[src/rtl/reg_file_param.sv]
// Parametrised register file with clear sweep and busy/drop handshake.
// Optional write-to-read bypass when REG_FILE_BYPASS_EN is defined.
module reg_file_param #(
  parameter int DATA_W = 8,
  parameter int ADDR_W = 2
) (
  input  logic              clk,
  input  logic              rst_n,
  input  logic              wr_en,
  input  logic [ADDR_W-1:0] wr_addr,
  input  logic [DATA_W-1:0] wr_data,
  input  logic [ADDR_W-1:0] rd_addr1,
  input  logic [ADDR_W-1:0] rd_addr2,
  output logic [DATA_W-1:0] rd_data1,
  output logic [DATA_W-1:0] rd_data2,
  input  logic              clr_req,
  output logic              busy,
  output logic              wr_drop
);

  localparam int DEPTH = 2 ** ADDR_W;
  localparam logic [ADDR_W-1:0] LAST = ADDR_W'(DEPTH - 1);

  typedef enum logic {
    IDLE  = 1'b0,
    CLEAR = 1'b1
  } state_t;

  state_t            state;
  logic [ADDR_W-1:0] ptr;
  logic [DATA_W-1:0] regs [DEPTH];

  always_ff @(posedge clk or negedge rst_n) begin
    if (!rst_n) begin
      for (int i = 0; i < DEPTH; i++)
        regs[i] <= '0;
      state   <= IDLE;
      ptr     <= '0;
      busy    <= 1'b0;
      wr_drop <= 1'b0;
    end else begin
      wr_drop <= 1'b0;
      unique case (state)
        IDLE: begin
          if (wr_en)
            regs[wr_addr] <= wr_data;
          if (clr_req) begin
            state <= CLEAR;
            ptr   <= '0;
            busy  <= 1'b1;
          end
        end
        CLEAR: begin
          regs[ptr] <= '0;
          ptr       <= ptr + 1'b1;
          wr_drop   <= wr_en;
          if (ptr == LAST) begin
            state <= IDLE;
            busy  <= 1'b0;
          end
        end
        default: state <= IDLE;
      endcase
    end
  end

  // busy mirrors CLEAR, so it gates both read ports
  always_comb begin
    rd_data1 = '0;
    rd_data2 = '0;
    if (!busy) begin
      rd_data1 = regs[rd_addr1];
      rd_data2 = regs[rd_addr2];
`ifdef REG_FILE_BYPASS_EN
      if (wr_en && (wr_addr == rd_addr1))
        rd_data1 = wr_data;
      if (wr_en && (wr_addr == rd_addr2))
        rd_data2 = wr_data;
`endif
    end
  end

endmodule

[config.mk]
export PLATFORM = sky130hd
export DESIGN_NAME = reg_file_param
export DESIGN_NICKNAME = d
export VERILOG_FILES = /design/src/rtl/reg_file_param.sv
export SDC_FILE = /design/constraint.sdc
export NUM_CORES = 1
export LEC_CHECK = 0
export ABC_AREA = 1
export CAP_MARGIN = 20
export CORE_MARGIN = 5
export CORE_UTILIZATION = 50
export CTS_BUF_LIST = sky130_fd_sc_hd__clkbuf_4 sky130_fd_sc_hd__clkbuf_8
export DETAILED_ROUTE_END_ITERATION = 8
export PLACE_DENSITY = 0.78
export SLEW_MARGIN = 30
export SYNTH_ARGS = -nofsm -noshare
export SYNTH_HDL_FRONTEND = slang
export SYNTH_SLANG_ARGS = --single-unit
[constraint.sdc]
create_clock -name clk -period 1.25 [get_ports clk]
set_clock_uncertainty 0.15 [all_clocks]
set_input_delay 0.25 -clock clk [delete_from_list [all_inputs] [get_ports clk]]
set_output_delay 0.25 -clock clk [all_outputs]
set_load 0.02 [all_outputs]
After elaboration in Yosys (flattened, before gate mapping)
Cells that the tools add are included.
{"block": "totals", "inputBits": 18, "regBits": 37, "output_inout_bits": 18, "word_cells": 53}
{"block": "classes", "reduce_logical": 3, "eq_ne": 4, "n_mux": 24, "magnitude_cmp": 6, "n_bitwise": 7, "addsub": 1}
{"operator": "$mux W8", "count": 8}
{"operator": "$pmux W32 S2", "count": 1}
{"operator": "$and A32 B32 Y32", "count": 1}
{"operator": "$bmux W8 S2", "count": 2}
{"operator": "$bwmux W32", "count": 1}
{"operator": "$demux W8 S2", "count": 2}
{"operator": "$mux W32", "count": 1}
{"operator": "$not A32 Y32", "count": 1}
{"operator": "$ge A3 B3 Y1 const B", "count": 4}
{"operator": "$not A2 Y3", "count": 4}
{"operator": "$lt A3 B1 Y1 const B", "count": 2}
{"operator": "$mux W1", "count": 5}
{"operator": "$ne A2 B2 Y1 const B", "count": 2}
{"operator": "$pmux W1 S2", "count": 2}
{"operator": "$pmux W2 S2", "count": 1}
{"operator": "$add A2 B1 Y2 const B", "count": 1}
{"operator": "$eq A2 B2 Y1 const B", "count": 1}
{"operator": "$logic_and A1 B1 Y1", "count": 2}
{"operator": "$mux W2", "count": 1}
{"operator": "$ne A2 B1 Y1 const B", "count": 1}
{"operator": "$reduce_and A2 Y1", "count": 1}
{"operator": "$not A1 Y1", "count": 1}

Longest topological paths before layout
Gate-level depths: netlist (run 1).
{"block": "depth", "ltp_word": 8, "mapped_depth": 7, "ltp_nobuf": 6}

Worst setup path before layout (run 1)
No wires, ideal clock.
{"block": "synth_path", "path_type": "register -> output", "startpoint": "register busy", "endpoint": "output rd_data1[0]", "required_time_ps": 850, "setup_slack_ps": -341, "n_path_buf": 2, "stages_incl_launch_ff": 4, "arrival_ps": 1191, "path_cell_list": "dfrtp_1 > clkbuf_1 > clkbuf_1 > a21oi_1"}
{"block": "synth_between", "elab_chain_cells": 1}
{"element": "from (decl)", "line": "17", "source": "output logic busy,"}
{"element": "from (signal assigned)", "line": "39", "source": "busy <= 1'b0;"}
{"element": "from (signal assigned)", "line": "50", "source": "busy <= 1'b1;"}
{"element": "from (signal assigned)", "line": "59", "source": "busy <= 1'b0;"}
{"element": "$mux W8", "line": "71", "source": "if (!busy) begin"}
{"element": "to (decl)", "line": "14", "source": "output logic [DATA_W-1:0] rd_data1,"}
No other way between the ends.

Worst setup path after layout (run 1)
{"block": "layout_path", "startpoint": "register regs[4] (netlist bit)", "endpoint": "output rd_data2[4]"}
{"block": "layout_between", "elab_chain_cells": 4}
{"element": "from (decl)", "line": "31", "source": "logic [DATA_W-1:0] regs [DEPTH];"}
{"element": "from (signal, indexed assignment)", "line": "46", "source": "regs[wr_addr] <= wr_data;"}
{"element": "$bmux W8 S2", "line": "73", "source": "rd_data2 = regs[rd_addr2];"}
{"element": "$mux W8 (implied by the code) (2 in series)", "line": "73"}
{"element": "$mux W8", "line": "71"}
{"element": "to (decl)", "line": "15", "source": "output logic [DATA_W-1:0] rd_data2,"}
No other way between the ends. The select of a mux whose other input is x is not followed.

==> results of run 1 <==
-- power by group through the flow --
stage	Clock [µW]	Combinational, µW	Sequential [µW]
2_1_floorplan	0	2350	1960
3_3_place_gp	0	3760	2040
3_5_place_dp	0	3830	2060
4_1_cts	821	4620	2060
5_1_grt	918	6440	2260
6_report	881	6180	2250
-- cell families after synthesis --
family          count (synthesis)
simple gates                  230
buf+inv                        61
fa+ha+maj                       5
flops                          37
compound gates                 21
-- through the flow --
stage / TNS, ns / total power [µW] / std cells / hold WS, ns / setup slack, ns
final: -11.30 / 9310 / 526 / 0.187 / -0.474
after detailed placement: -31.63 / 5890 / 491 / 0.347 / -1.13
after global routing: -12.73 / 9610 / 526 / 0.194 / -0.489
after floorplan: -1.57 / 4300 / 354 / -0.196 / -0.151
after global placement: -30.97 / 5800 / 491 / 0.334 / -1.12
after CTS: -5.76 / 7510 / 513 / 0.189 / -0.331
-- final cells by class --
cell class              count  area (µm²)
fillers                   122         223
multi-input cells         257        1950
repair buffers            124        1200
flip-flops and latches     37         931
clock inverters             2        10.0
clock buffers               6        76.3
inverters                  46         195
well taps                  54        67.6
-- worst min path at each step --
stage	cells past startpoint	to
after floorplan	0	busy
after global placement	2	regs[20]
after detailed placement	2	regs[20]
after CTS	2	regs[15]
after global routing	2	regs[0]
final	2	regs[0]
-- metal layers --
layer	share of wire [%]	vias to the layer above	wire length (µm)
li1	-	1361	-
met1	34	1648	4400
met2	47	333	6110
met3	12	116	1560
met4	7.5	0	985
met5	0	-	0
-- layout by cell type, fill, tap and decap left out, types with 6 or more instances in the layout --
cell / n
a21oi_4: 16
buf_12: 8
buf_4: 68
buf_6: 29
clkdlybuf4s50_1: 10
dfrtp_1: 33
inv_1: 15
inv_2: 25
nand2_1: 96
nand2_2: 33
nand3_1: 16
nand3_2: 55
nand3_4: 7
nand4_1: 6
-- Yosys cell counts (all sizes together) --
| cell type | count |
|---|---|
| nand2 | 136 |
| nand3 | 78 |
| inv | 46 |
| dfrtp | 37 |
| a21oi | 16 |
| buf | 11 |
| nor2 | 8 |
| nand4 | 6 |
| ha | 5 |
| clkbuf | 4 |
| o21ai | 4 |
| nor3 | 2 |
| a22o | 1 |
-- what timing repair did --
item	CTS	global route
pin swaps	23	44
hold buffers	0	0
resized for setup	193	90
cloned	2	1
buffers inserted	12	14
setup endpoints to repair	53	54
-- state kept, by name, summed over array words and instances, names as in the netlist --
signal / cells
state: 1
ptr: 2
regs: 32
wr_drop: 1
busy: 1
-- critical path, cell delays in order (launching register included) --
cell,delay (ns)
dfrtp_1,0.41
inv_1,0.09
nand2_1,0.10
nand3_2,0.10
a21oi_4,0.18
buf_6,0.13
==> out/qor.yml, run 1 <==
status:
  status: "finished, violations left"
  failed_checks: "setup timing"
setup_path:
  r2r-start: "state"
  end_kind: "output port"
  critPathMaxFanout: 2
  crit_path_start_kind: "flop"
  critPathKind: "reg -> out"
  arrival_ns: 1.32
  endpoint: "rd_data2[4]"
  worstPathRequired_ns: 0.85
  r2r_end: "regs[12]"
  startpoint: "regs[4]"
  reg2reg_setup_slack_ns: -0.25
  worst_r2r_path_depth: 6
floorplanning:
  fp.dieW_um: 79.0
  rows: 25
  io_pins: 36
  coreArea_mm2: 0.00466
  start_util_pct: 51.1
  die_h_um: 79.0
  dieArea_mm2: 0.00624
place:
  io_buffers: 35
  dpl_cell_area_mm2: 0.00348
  dp_hpwl_mm: 5.71
  gp_congestion: 0.880
synthesis:
  ys_types: 19
  synth_nets: 377
  synth_area_leaders: "dfrtp_1 (39%), nand2_1 (21%), nand3_1 (16%), inv_1 (6.1%), a21oi_1 (3.4%)"
  synth_top_area_share_pct: 38.9
  synth_area_mm2: 0.00238
  syn_inst: 354
  synth-compound-area-share_pct: 4.57
  ys_seq_area_share_pct: 38.9
  ys_ff_latch: 37
  synth-xor-area-share_pct: 0
  syn-mean-instance-area_um2: 6.73
  synth_mux_area_share_pct: 0
  synth_top_family_by_area: "simple AND/OR/NAND/NOR gates"
  synthAdderAreaFrac_pct: 2.63
  ys_warn_count: 0
  synthSimpleGateAreaFrac_pct: 43.3
  yosysTopAreaCell: "dfrtp_1"
clock_network:
  clock_latency_ns: 0.30
  cts-root-buf: "clkbuf_8"
  ctsLongestPathBuffers: 2
  clk_pin_slew_ns: 0.08
  numCtsBuffers: 5
  cts_tree: "yes"
  cts_num_sinks: 37
  h-tree-depth: 2
power:
  p_sw_share_pct: 47.7
  p_comb_share_pct: 66.4
  pwr-share-seq_pct: 24.2
  cellLeakagePower_uw: 0.00215
  peakVddDrop_mv: 1.91
  power.share.clock_pct: 9.5
  p_int_uw: 4870
  switching_power_uw: 4440
  power_density_mw_per_mm2: 2100
final_layout:
  syn2layout_area_growth_pct: 86.4
  nets: 494
  final_util_pct: 95.2
  final_area_mm2: 0.00444
  drive_gt1_share_pct: 59.7
  diodes: 0
global_route:
  grt_pass1_vias: 3122
  grt_pass1_wl_mm: 14.7
  grt.overflow.total: 0
  use_met3_pct: 5.10
  track_usage_pct: 30.1
  grt_max_degree: 38
  use_met1_pct: 33.1
  grt_busiest_layer: "met2"
  met2_usage_pct: 56.4
  antenna_found_initial: 0
timing:
  fin_crit_ns: 1.72
  period_share_pct: 138
  hold_violations: 0
  worst_slack_ns: -0.474
  worst_pin_slew_ns: 0.313
  fmax_mhz: 580
  setup_violations: 53
  slew-limit-headroom_pct: 79.2
  drv_slew: 0
  rsz0062_at_grt: "true"
drt:
  dr.pass1.iters: 5
  wirelength_mm: 13.1
  ant_nets: 0
  vias_per_cell: 6.57
  drt-initial-drc-count: 492
  drc: 0
  post_drt_wl_per_cell_um: 24.8
  vias: 3458
job:
  drv_cap: 0
worst_hold_path:
  hold_class: "in -> async"
No activity file was read; power rests on OpenSTA's default activity.
==> run 2: changes to the inputs <==
ABC_AREA = not set   (was 1)
==> run 2 against run 1 <==
The flow still finishes with violations (setup timing). Critical path depth decreased by 2. Total power decreased by 22%. First-iteration DRC count decreased by 63%. Worst hold slack got worse by 0.0043 ns. Register-to-register slack got worse by 0.16 ns.
==> out/qor.yml, run 2 <==
final_layout:
  reg.largest.list: "regs: 32 flops, ptr: 2 flops"
  syn2layout_area_growth_pct: 65.6
  regMostFlops: "regs"
  diodes: 0
  largest_reg_flops: 32
  final_cell_mix: "dfrtp_1 (35), mux2_2 (23), buf_6 (23)"
  nets: 269
  drive_gt1_share_pct: 65.4
  final_area_mm2: 0.00372
  layout.cells.most_common: "dfrtp_1"
floorplanning:
  rows: 24
  coreArea_mm2: 0.00435
  io_pins: 36
  die_h_um: 77.0
  fp.dieW_um: 77.0
  start_util_pct: 51.5
  dieArea_mm2: 0.00593
drt:
  drc: 0
  vias: 1926
  drt-initial-drc-count: 180
  post_drt_wl_per_cell_um: 26.8
  vias_per_cell: 6.46
  dr.pass1.iters: 4
  ant_nets: 0
  wirelength_mm: 7.99
clock_network:
  cts_num_sinks: 37
  cts_tree: "yes"
  ctsLongestPathBuffers: 2
  numCtsBuffers: 5
  clock_latency_ns: 0.28
  h-tree-depth: 2
  cts-root-buf: "clkbuf_8"
  clk_pin_slew_ns: 0.07
synthesis:
  syn_inst: 189
  ys_warn_count: 0
  ys_types: 23
  ys_ff_latch: 37
  synth_edf_count: 0
  syn-mean-instance-area_um2: 11.9
  ys_seq_area_share_pct: 41.3
  yosysTopAreaCell: "dfrtp_1"
  synth_area_mm2: 0.00224
  ys_async_sr_fraction_pct: 100
  synth_nets: 212
  synth_top_area_share_pct: 41.3
  synth_area_leaders: "dfrtp_1 (41%), mux2i_1 (15%), mux2_2 (12%), a21boi_0 (11%), mux2_4 (5.4%)"
  synth_commonest_cells: "dfrtp_1 (37), mux2i_1 (33), a21boi_0 (32)"
  synth.most_common_cell: "dfrtp_1"
  ys.flop_type: "dfrtp_1"
setup_path:
  r2r-start: "state"
  critPathMaxFanout: 8
  r2r_end: "regs[25]"
  worst_r2r_path_depth: 3
  reg2reg_setup_slack_ns: -0.41
  crit_path_start_kind: "flop"
  arrival_ns: 1.46
  end_kind: "output port"
  critPathKind: "reg -> out"
  worstPathRequired_ns: 0.85
global_route:
  grt_pass1_vias: 2189
  grt_pass1_wl_mm: 12.1
  grt_max_degree: 38
  antenna_found_initial: 0
  grt.overflow.total: 0
  track_usage_pct: 26.5
job:
  drv_cap: 0
timing:
  setup_violations: 49
  fmax_mhz: 538
  rsz0062_at_grt: "true"
  drv_slew: 0
  hold_violations: 0
  slew-limit-headroom_pct: 73.9
  final.setup.tns_ns: -17.47
  worst_pin_slew_ns: 0.388
  worst_slack_ns: -0.608
  fin_crit_ns: 1.86
  period_share_pct: 149
power:
  peakVddDrop_mv: 1.01
  cellLeakagePower_uw: 0.00149
  power_density_mw_per_mm2: 1960
  power_uw: 7270
place:
  dp_hpwl_mm: 4.32
  dpl_cell_area_mm2: 0.00314
  io_buffers: 35
  gp_congestion: 0.810
status:
  status: "finished, violations left"
  failed_checks: "setup timing"
worst_hold_path:
  hold_class: "in -> async"
[run 2: cell types whose count changed in the layout (fill, tap and decap cells not counted), sizes merged, moves of 3 or more]
| cell | previous run | this run |
|---|---|---|
| a21oi | 16 | 0 |
| mux2i | 0 | 33 |
| nand4 | 6 | 0 |
| nand3 | 78 | 0 |
| o22ai | 0 | 17 |
| inv | 45 | 4 |
| clkdlybuf4s15 | 3 | 0 |
| a21boi | 0 | 32 |
| mux2 | 0 | 32 |
| o21ai | 4 | 0 |
| nand2 | 137 | 1 |
| nor2 | 8 | 1 |
| buf | 106 | 48 |
[run 2: area by class of cell]
cell class / instances / area, µm²
clock inverter: 2 / 35.0
multi-input combinational: 133 / 1840
inverter: 4 / 15.0
sequential: 37 / 928
timing repair buffer: 65 / 764
tap: 52 / 65.1
fill: 198 / 638
clock buffer: 5 / 68.8
[run 2: cells by family (layout without fill, tap and decap cells)]
family / count (synthesis) / in the layout / synth area share, %
multiplexers: 65 / 65 / 32.1
flip-flops: 37 / 37 / 41.3
AO/OA/AOI/OAI: 51 / 51 / 16.1
adder cells (fa/ha/maj): 5 / 5 / 2.79
AND/OR/NAND/NOR: 12 / 12 / 3.90
buffers and inverters: 19 / 76 / 3.79
[run 2: critical path, stage by stage (launching register included)]
cell	delay (ns)
dfrtp_2	0.44
or2_4	0.35
o22ai_4	0.23
buf_6	0.15
[run 2: where the power goes]
| group | total [µW] | internal [µW] | switching, µW |
|---|---|---|---|
| registers | 2200 | 1600 | 604 |
| clock network | 1010 | 580 | 433 |
| logic | 4050 | 2130 | 1920 |
[run 2: how the worst max path moves through the flow]
stage | start | end | slack [ns] | cells after the start
finish | busy | rd_data1[2] | -0.61 | 3
floorplan | state | regs[24] | -0.34 | 3
global route | busy | rd_data1[2] | -0.63 | 3
global placement | rd_addr2[1] | rd_data2[7] | -1.07 | 5
detailed placement | rd_addr2[1] | rd_data2[7] | -1.15 | 5
CTS | busy | rd_data1[3] | -0.58 | 3
[run 2: metrics by stage]
stage	setup slack (ns)	util, %	cells	hold WS (ns)
after floorplan	-0.344	-	189	-0.196
after global placement	-1.07	72.1	284	0.497
after detailed placement	-1.15	72.1	284	0.503
after CTS	-0.583	82.9	296	0.196
after global routing	-0.628	85.3	298	0.219
final	-0.608	85.3	298	0.183
[run 2: timing repair]
item / CTS / global route
hold buffers: 0 / 0
endpoints found under the setup margin: 53 / 53
setup buffers: 3 / 4
hold endpoints to repair: 0 / 0
gates cloned: 2 / 0
gates resized for setup: 178 / 23
pin swaps: 21 / 5
[run 2: layer usage]
layer	GRT usage, %	vias to the layer above	routed length [µm]
met2	45.8	71	4230
li1	-	822	-
met1	32.2	1013	3140
met4	10.3	0	239
met3	5.39	20	381
met5	0	-	0
==> run 3: changes to the inputs <==
CTS_CLUSTER_SIZE = 24   (was not set)
==> results of run 3 <==
No change in the layout: final DEF, timing and power equal those of run 2.
